**src/rtl/mips_ctrl_pkg.sv**
```systemverilog
`default_nettype none
// ============================================================================
// mips_ctrl_pkg : state, opcode and select encodings for multicycle_control
// Optional feature macro: CTRL_JAL_EN
// Revision: 1.0
// ============================================================================
package mips_ctrl_pkg;

   typedef enum logic [3:0] {
      S_FETCH    = 4'd0,
      S_DECODE   = 4'd1,
      S_MEM_ADDR = 4'd2,
      S_MEM_RD   = 4'd3,
      S_MEM_WB   = 4'd4,
      S_MEM_WR   = 4'd5,
      S_R_EXEC   = 4'd6,
      S_R_WB     = 4'd7,
      S_BEQ      = 4'd8,
      S_JUMP     = 4'd9,
      S_I_EXEC   = 4'd10,
      S_I_WB     = 4'd11,
      S_TRAP     = 4'd12,
      S_JAL      = 4'd13
   } state_t;

   localparam logic [5:0] OP_RTYPE = 6'b000000;
   localparam logic [5:0] OP_LW    = 6'b100011;
   localparam logic [5:0] OP_SW    = 6'b101011;
   localparam logic [5:0] OP_BEQ   = 6'b000100;
   localparam logic [5:0] OP_ADDI  = 6'b001000;
   localparam logic [5:0] OP_ORI   = 6'b001101;
   localparam logic [5:0] OP_J     = 6'b000010;
   localparam logic [5:0] OP_JAL   = 6'b000011;

   localparam logic [1:0] ALU_ADD   = 2'b00;
   localparam logic [1:0] ALU_SUB   = 2'b01;
   localparam logic [1:0] ALU_FUNCT = 2'b10;
   localparam logic [1:0] ALU_OR    = 2'b11;

   localparam logic [1:0] SRCB_B       = 2'b00;
   localparam logic [1:0] SRCB_FOUR    = 2'b01;
   localparam logic [1:0] SRCB_IMM     = 2'b10;
   localparam logic [1:0] SRCB_IMM_SH2 = 2'b11;

   localparam logic [1:0] PCSRC_ALU    = 2'b00;
   localparam logic [1:0] PCSRC_ALUOUT = 2'b01;
   localparam logic [1:0] PCSRC_JUMP   = 2'b10;

   typedef struct packed {
      logic       pc_write;
      logic       pc_write_cond;
      logic       reg_write;
      logic       i_or_d;
      logic       mem_read;
      logic       mem_write;
      logic       mem_to_reg;
      logic       reg_dst;
      logic       alu_src_a;
      logic       ext_zero;
      logic [1:0] alu_src_b;
      logic [1:0] alu_op;
      logic [1:0] pc_source;
   } ctrl_t;

   function automatic state_t decode_target(input logic [5:0] op);
      state_t s;
      case (op)
         OP_RTYPE:        s = S_R_EXEC;
         OP_LW, OP_SW:    s = S_MEM_ADDR;
         OP_BEQ:          s = S_BEQ;
         OP_ADDI, OP_ORI: s = S_I_EXEC;
         OP_J:            s = S_JUMP;
`ifdef CTRL_JAL_EN
         OP_JAL:          s = S_JAL;
`endif
         default:         s = S_TRAP;
      endcase
      return s;
   endfunction

   // Moore part of the outputs; the FETCH handshake terms are added in the top.
   function automatic ctrl_t state_outputs(input state_t s, input logic [5:0] op);
      ctrl_t c;
      c = '0;
      case (s)
         S_FETCH: begin
            c.mem_read  = 1'b1;
            c.alu_src_b = SRCB_FOUR;
            c.alu_op    = ALU_ADD;
            c.pc_source = PCSRC_ALU;
         end
         S_DECODE:   c.alu_src_b = SRCB_IMM_SH2;
         S_MEM_ADDR: begin
            c.alu_src_a = 1'b1;
            c.alu_src_b = SRCB_IMM;
         end
         S_MEM_RD: begin
            c.mem_read = 1'b1;
            c.i_or_d   = 1'b1;
         end
         S_MEM_WB: begin
            c.reg_write  = 1'b1;
            c.mem_to_reg = 1'b1;
         end
         S_MEM_WR: begin
            c.mem_write = 1'b1;
            c.i_or_d    = 1'b1;
         end
         S_R_EXEC: begin
            c.alu_src_a = 1'b1;
            c.alu_src_b = SRCB_B;
            c.alu_op    = ALU_FUNCT;
         end
         S_R_WB: begin
            c.reg_write = 1'b1;
            c.reg_dst   = 1'b1;
         end
         S_BEQ: begin
            c.alu_src_a     = 1'b1;
            c.alu_op        = ALU_SUB;
            c.pc_write_cond = 1'b1;
            c.pc_source     = PCSRC_ALUOUT;
         end
         S_JUMP: begin
            c.pc_write  = 1'b1;
            c.pc_source = PCSRC_JUMP;
         end
         S_I_EXEC: begin
            c.alu_src_a = 1'b1;
            c.alu_src_b = SRCB_IMM;
            if (op == OP_ORI) begin
               c.alu_op   = ALU_OR;
               c.ext_zero = 1'b1;
            end
         end
         S_I_WB: c.reg_write = 1'b1;
`ifdef CTRL_JAL_EN
         // reg_dst=1 with mem_to_reg=1 selects $ra as target and PC as data.
         S_JAL: begin
            c.pc_write   = 1'b1;
            c.pc_source  = PCSRC_JUMP;
            c.reg_write  = 1'b1;
            c.reg_dst    = 1'b1;
            c.mem_to_reg = 1'b1;
         end
`endif
         default: c = '0;
      endcase
      return c;
   endfunction

endpackage
`default_nettype wire

```
**src/rtl/multicycle_control_mem_wait_timer.sv**
```systemverilog
`default_nettype none
// ============================================================================
// mem_wait_timer : counts memory stall cycles, flags timeout on the last one
// Revision: 1.0
// ============================================================================
module mem_wait_timer #(
   parameter int WAIT_MAX = 15,
   parameter int WAIT_W   = 8
) (
   input  logic clk,
   input  logic reset,
   input  logic stall,
   input  logic clear,
   output logic timeout
);

   localparam logic [WAIT_W-1:0] LAST_STALL = WAIT_W'(WAIT_MAX - 1);

   logic [WAIT_W-1:0] count;

   // Fires on the stall cycle that would bring the count to WAIT_MAX.
   assign timeout = stall && (count == LAST_STALL);

   always_ff @(posedge clk) begin
      if (reset || clear || timeout) begin
         count <= '0;
      end else if (stall) begin
         count <= count + WAIT_W'(1);
      end
   end

endmodule
`default_nettype wire

```
**src/rtl/multicycle_control.sv**
```systemverilog
`default_nettype none
// ============================================================================
// multicycle_control : multi-cycle MIPS-32 main control FSM
// Optional feature macro: CTRL_JAL_EN (adds the jal sequence)
// Revision: 1.0
// ============================================================================
module multicycle_control
   import mips_ctrl_pkg::*;
#(
   parameter int WAIT_MAX = 15,
   parameter int WAIT_W   = 8
) (
   input  logic       clk,
   input  logic       reset,
   input  logic [5:0] opcode,
   input  logic       mem_ready,
   output logic       pc_write,
   output logic       pc_write_cond,
   output logic       ir_write,
   output logic       reg_write,
   output logic       i_or_d,
   output logic       mem_read,
   output logic       mem_write,
   output logic       mem_to_reg,
   output logic       reg_dst,
   output logic       alu_src_a,
   output logic       ext_zero,
   output logic [1:0] alu_src_b,
   output logic [1:0] alu_op,
   output logic [1:0] pc_source,
   output logic       illegal_op,
   output logic       mem_fault,
   output logic [3:0] state
);

   state_t     cur_state;
   state_t     next_state;
   logic [5:0] op_reg;
   logic [5:0] next_op;
   ctrl_t      outs;
   logic       stall;
   logic       timeout;
   logic       fetch_done;

   assign stall = ((cur_state == S_FETCH) || (cur_state == S_MEM_RD) ||
                   (cur_state == S_MEM_WR)) && !mem_ready;
   assign fetch_done = (cur_state == S_FETCH) && mem_ready;
   assign next_op    = (cur_state == S_DECODE) ? opcode : op_reg;

   mem_wait_timer #(
      .WAIT_MAX(WAIT_MAX),
      .WAIT_W  (WAIT_W)
   ) u_wait_timer (
      .clk    (clk),
      .reset  (reset),
      .stall  (stall),
      .clear  (!stall),
      .timeout(timeout)
   );

   always_comb begin
      next_state = cur_state;
      case (cur_state)
         S_FETCH:    if (mem_ready) next_state = S_DECODE;
         S_DECODE:   next_state = decode_target(opcode);
         S_MEM_ADDR: next_state = (op_reg == OP_LW) ? S_MEM_RD : S_MEM_WR;
         S_MEM_RD: begin
            if (mem_ready)    next_state = S_MEM_WB;
            else if (timeout) next_state = S_FETCH;
         end
         S_MEM_WR:   if (mem_ready || timeout) next_state = S_FETCH;
         S_R_EXEC:   next_state = S_R_WB;
         S_I_EXEC:   next_state = S_I_WB;
         S_TRAP:     next_state = S_TRAP;
         default:    next_state = S_FETCH;
      endcase
   end

   // Outputs are registered from the next state so they line up with it.
   always_ff @(posedge clk) begin
      if (reset) begin
         cur_state  <= S_FETCH;
         op_reg     <= '0;
         outs       <= state_outputs(S_FETCH, 6'b000000);
         illegal_op <= 1'b0;
         mem_fault  <= 1'b0;
      end else begin
         cur_state <= next_state;
         if (cur_state == S_DECODE) op_reg <= opcode;
         outs      <= state_outputs(next_state, next_op);
         if (next_state == S_TRAP) illegal_op <= 1'b1;
         mem_fault <= timeout;
      end
   end

   assign ir_write      = fetch_done;
   assign pc_write      = outs.pc_write | fetch_done;
   assign pc_write_cond = outs.pc_write_cond;
   assign reg_write     = outs.reg_write;
   assign i_or_d        = outs.i_or_d;
   assign mem_read      = outs.mem_read;
   assign mem_write     = outs.mem_write;
   assign mem_to_reg    = outs.mem_to_reg;
   assign reg_dst       = outs.reg_dst;
   assign alu_src_a     = outs.alu_src_a;
   assign ext_zero      = outs.ext_zero;
   assign alu_src_b     = outs.alu_src_b;
   assign alu_op        = outs.alu_op;
   assign pc_source     = outs.pc_source;
   assign state         = cur_state;

endmodule
`default_nettype wire

```
**config.mk**
```make
export PLATFORM = sky130hd
export DESIGN_NAME = multicycle_control
export DESIGN_NICKNAME = d
export VERILOG_FILES = /design/src/rtl/mips_ctrl_pkg.sv /design/src/rtl/multicycle_control_mem_wait_timer.sv /design/src/rtl/multicycle_control.sv
export SDC_FILE = /design/constraint.sdc
export NUM_CORES = 1
export LEC_CHECK = 0
export BUFFER_PORTS_ARGS = -buffer_cell sky130_fd_sc_hd__buf_2
export CORE_UTILIZATION = 35
export DETAILED_ROUTE_END_ITERATION = 16
export SETUP_SLACK_MARGIN = 0.5
export SYNTH_ARGS = -nofsm -noshare
export SYNTH_HDL_FRONTEND = slang
export SYNTH_SLANG_ARGS = --single-unit
```
**constraint.sdc**
```tcl
create_clock -name clk -period 3.2 [get_ports clk]
set_input_delay 0.64 -clock clk [delete_from_list [all_inputs] [get_ports clk]]
set_output_delay 0.64 -clock clk [all_outputs]
set_load 0.03 [all_outputs]
```
==> flow_summary.ini <==
[logic_synthesis]
postSynthCellCount = 202
ys.flop_type = dfxtp_1
ys_warn_count = 0
postSynth.asyncResetShare_pct = 0
ys_seq_area_share_pct = 40.9
syn-num-nets = 213
avgSynthCellArea_um2 = 8.48
yosysUniqueCellTypes = 53
ys_ff_latch = 35
synth_edf_count = 0
syn_area_um2 = 1710

[sta]
clock.fmax_mhz = 410
max-slew-margin-rel_pct = 42.7
fin_crit_ns = 2.44
skew_ns = 0.00570
finalWorstSetupSlack_ns = 0.764
drv_slew = 0
worstMarginPinSlew_ns = 0.854
fin_crit_sh_pct = 76.1
final_hold_viol_count = 0
setup_viol = 0
setup_tns_ns = 0
rsz0062_at_grt = false

[cells_and_area]
largest_reg_flops = 8
fin_nets = 233
antenna_cells = 0
drive_above_1_share_pct = 21.1
area_growth_pct = 14.2

[die]
initial_core_util_pct = 36.3
fp.dieH_um = 72.0
die_area_um2 = 5180
design.core.area_um2 = 4720
ioPinCount = 32
dieWidth_um = 72.0
rows = 25

[power]
vdd_drop_max_mv = 0.155
swShare_pct = 26.4
total_leakage_power_nw = 0.799
pwr-share-clk_pct = 40.1
p_seq_share_pct = 45.7
pwr_density_cell_nw_per_um2 = 521
p_sw_uw = 269
power_frac_comb_pct = 14.2
p_int_uw = 750

[clock_network]
cts_buffers = 5
cts_buffer_depth = 2
root_buffer = clkbuf_8
cts_tree = done
cts.sinks = 35
htreeDepth = 2
postCtsResizedCells = 0
clkSlewWorstSetupHoldPaths_ns = 0.07
worstSkewPairLatency_ns = 0.28
cts_hold_buf = 0
postCtsSetupBuffers = 0

[place]
gp_congestion = 0.763
io_buffers = 31
post-place-ws_ns = 0.783
dp_hpwl_um = 2550

[worst_setup_path]
start_kind = flip-flop
crit_required_ns = 3.42
critPathMaxFanout = 12
worstPathArrival_ns = 2.66
path_class = flip-flop to flip-flop
cp-end-kind = flip-flop

[detailed_routing]
wl_per_cell_um = 12.1
drc = 0
dr_total_vias = 1458
drtIter0Drc = 53
drt_wl_total_um = 3520
viasPerCell = 5.03
drt_first_pass_iters = 4
ant_nets = 0

[status]
status = completed

[grt]
grt_pass1_wl_um = 5720
grt_util_all_layers_pct = 14.4
grt-ovfl-total = 0
grt_max_degree = 22
antenna_found_initial = 0
grt_pass1_vias = 1244

[min_path]
holdCritPathClass = flip-flop to flip-flop

[job]
maxCapViolations = 0
power groups by stage:
stage | combinational (mW) | clock [mW] | sequential (mW)
global route | 0.159 | 0.439 | 0.469
global placement | 0.145 | 0 | 0.476
finish | 0.145 | 0.408 | 0.466
floorplan | 0.111 | 0 | 0.483
CTS | 0.145 | 0.421 | 0.466
detailed placement | 0.145 | 0 | 0.476
synthesized netlist by cell type (2+ instances only):
| cell | number | area, um^2 |
|---|---|---|
| a21oi_1 | 14 | 70.1 |
| a31oi_1 | 2 | 12.5 |
| and3_1 | 3 | 18.8 |
| and4_1 | 3 | 26.3 |
| buf_4 | 6 | 45.0 |
| buf_6 | 3 | 33.8 |
| clkbuf_1 | 8 | 30.0 |
| dfxtp_1 | 35 | 701 |
| ha_1 | 2 | 25.0 |
| inv_1 | 6 | 22.5 |
| nand2_1 | 24 | 90.1 |
| nand2b_1 | 4 | 25.0 |
| nand3_1 | 4 | 20.0 |
| nand4_1 | 3 | 18.8 |
| nor2_1 | 22 | 82.6 |
| nor2b_1 | 2 | 12.5 |
| nor3_1 | 8 | 40.0 |
| nor4_1 | 5 | 31.3 |
| nor4b_1 | 2 | 17.5 |
| nor4bb_1 | 2 | 20.0 |
| o21ai_1 | 4 | 20.0 |
| or2_1 | 2 | 12.5 |
| xnor2_1 | 5 | 43.8 |
| xor2_1 | 4 | 35.0 |
layer usage:
layer / share of wire, % / track usage [%] / up-vias / wire (um)
met5: 0 / 0 / - / 0
met4: 1.6 / 5.23 / 0 / 55
met3: 5.8 / 4.72 / 6 / 206
met2: 48 / 23.9 / 50 / 1680
met1: 45 / 17.4 / 657 / 1580
li1: - / - / 745 / -
through the flow:
step           power, mW  utilization [%]  hold WS, ns  instances  instance area [um^2]
2_1_floorplan      0.594                -        0.432        202                  1710
3_3_place_gp       0.621             38.9        0.450        282                  1840
3_5_place_dp       0.621             38.9        0.450        282                  1840
4_1_cts             1.03             41.4        0.460        290                  1960
5_1_grt             1.07             41.4        0.496        290                  1960
6_report            1.02             41.4        0.456        290                  1960
cell usage in the layout (no fill, tap or decap), drive strengths merged, types with 6 or more instances in the layout:
master and instances:
nand2 24, a21oi 15, nor2 23, inv 7, clkbuf 6, dfxtp 35
nor3 9, buf 31
worst max-delay path, cell delays in order, from the launching register on:
cell	delay [ns]
dfxtp_1	0.54
or4b_4	0.62
o21ai_1	0.71
and3_1	0.27
o211ai_1	0.08
a21oi_1	0.15
worst paths after layout:
| kind | start | endpoint | slack [ns] | cells past startpoint |
|---|---|---|---|---|
| min | op_reg[0] | op_reg[0] | 0.46 | 2 |
| min reg2reg | op_reg[0] | op_reg[0] | 0.46 | 2 |
| max | state[0] | alu_src_a | 0.76 | 5 |
| max reg2reg | state[0] | alu_src_a | 0.76 | 5 |
area by class of cell:
| class | count | area [um^2] |
|---|---|---|
| flip-flops and latches | 35 | 701 |
| repair buffers | 31 | 155 |
| multi-input cells | 142 | 872 |
| well taps | 67 | 83.8 |
| clock inverters | 2 | 35.0 |
| clock buffers | 6 | 82.6 |
| inverters | 7 | 26.3 |
| fillers | 483 | 2770 |
kinds of logic after synthesis:
group	after synthesis	synth area share [%]
AO/OA/AOI/OAI	39	15.8
XOR/XNOR	9	4.60
adder cells (fa/ha/maj)	2	1.46
buffers and inverters	25	8.18
flip-flops	35	40.9
AND/OR/NAND/NOR	92	29.1
Note: power is estimated with default switching activity, not from simulation.
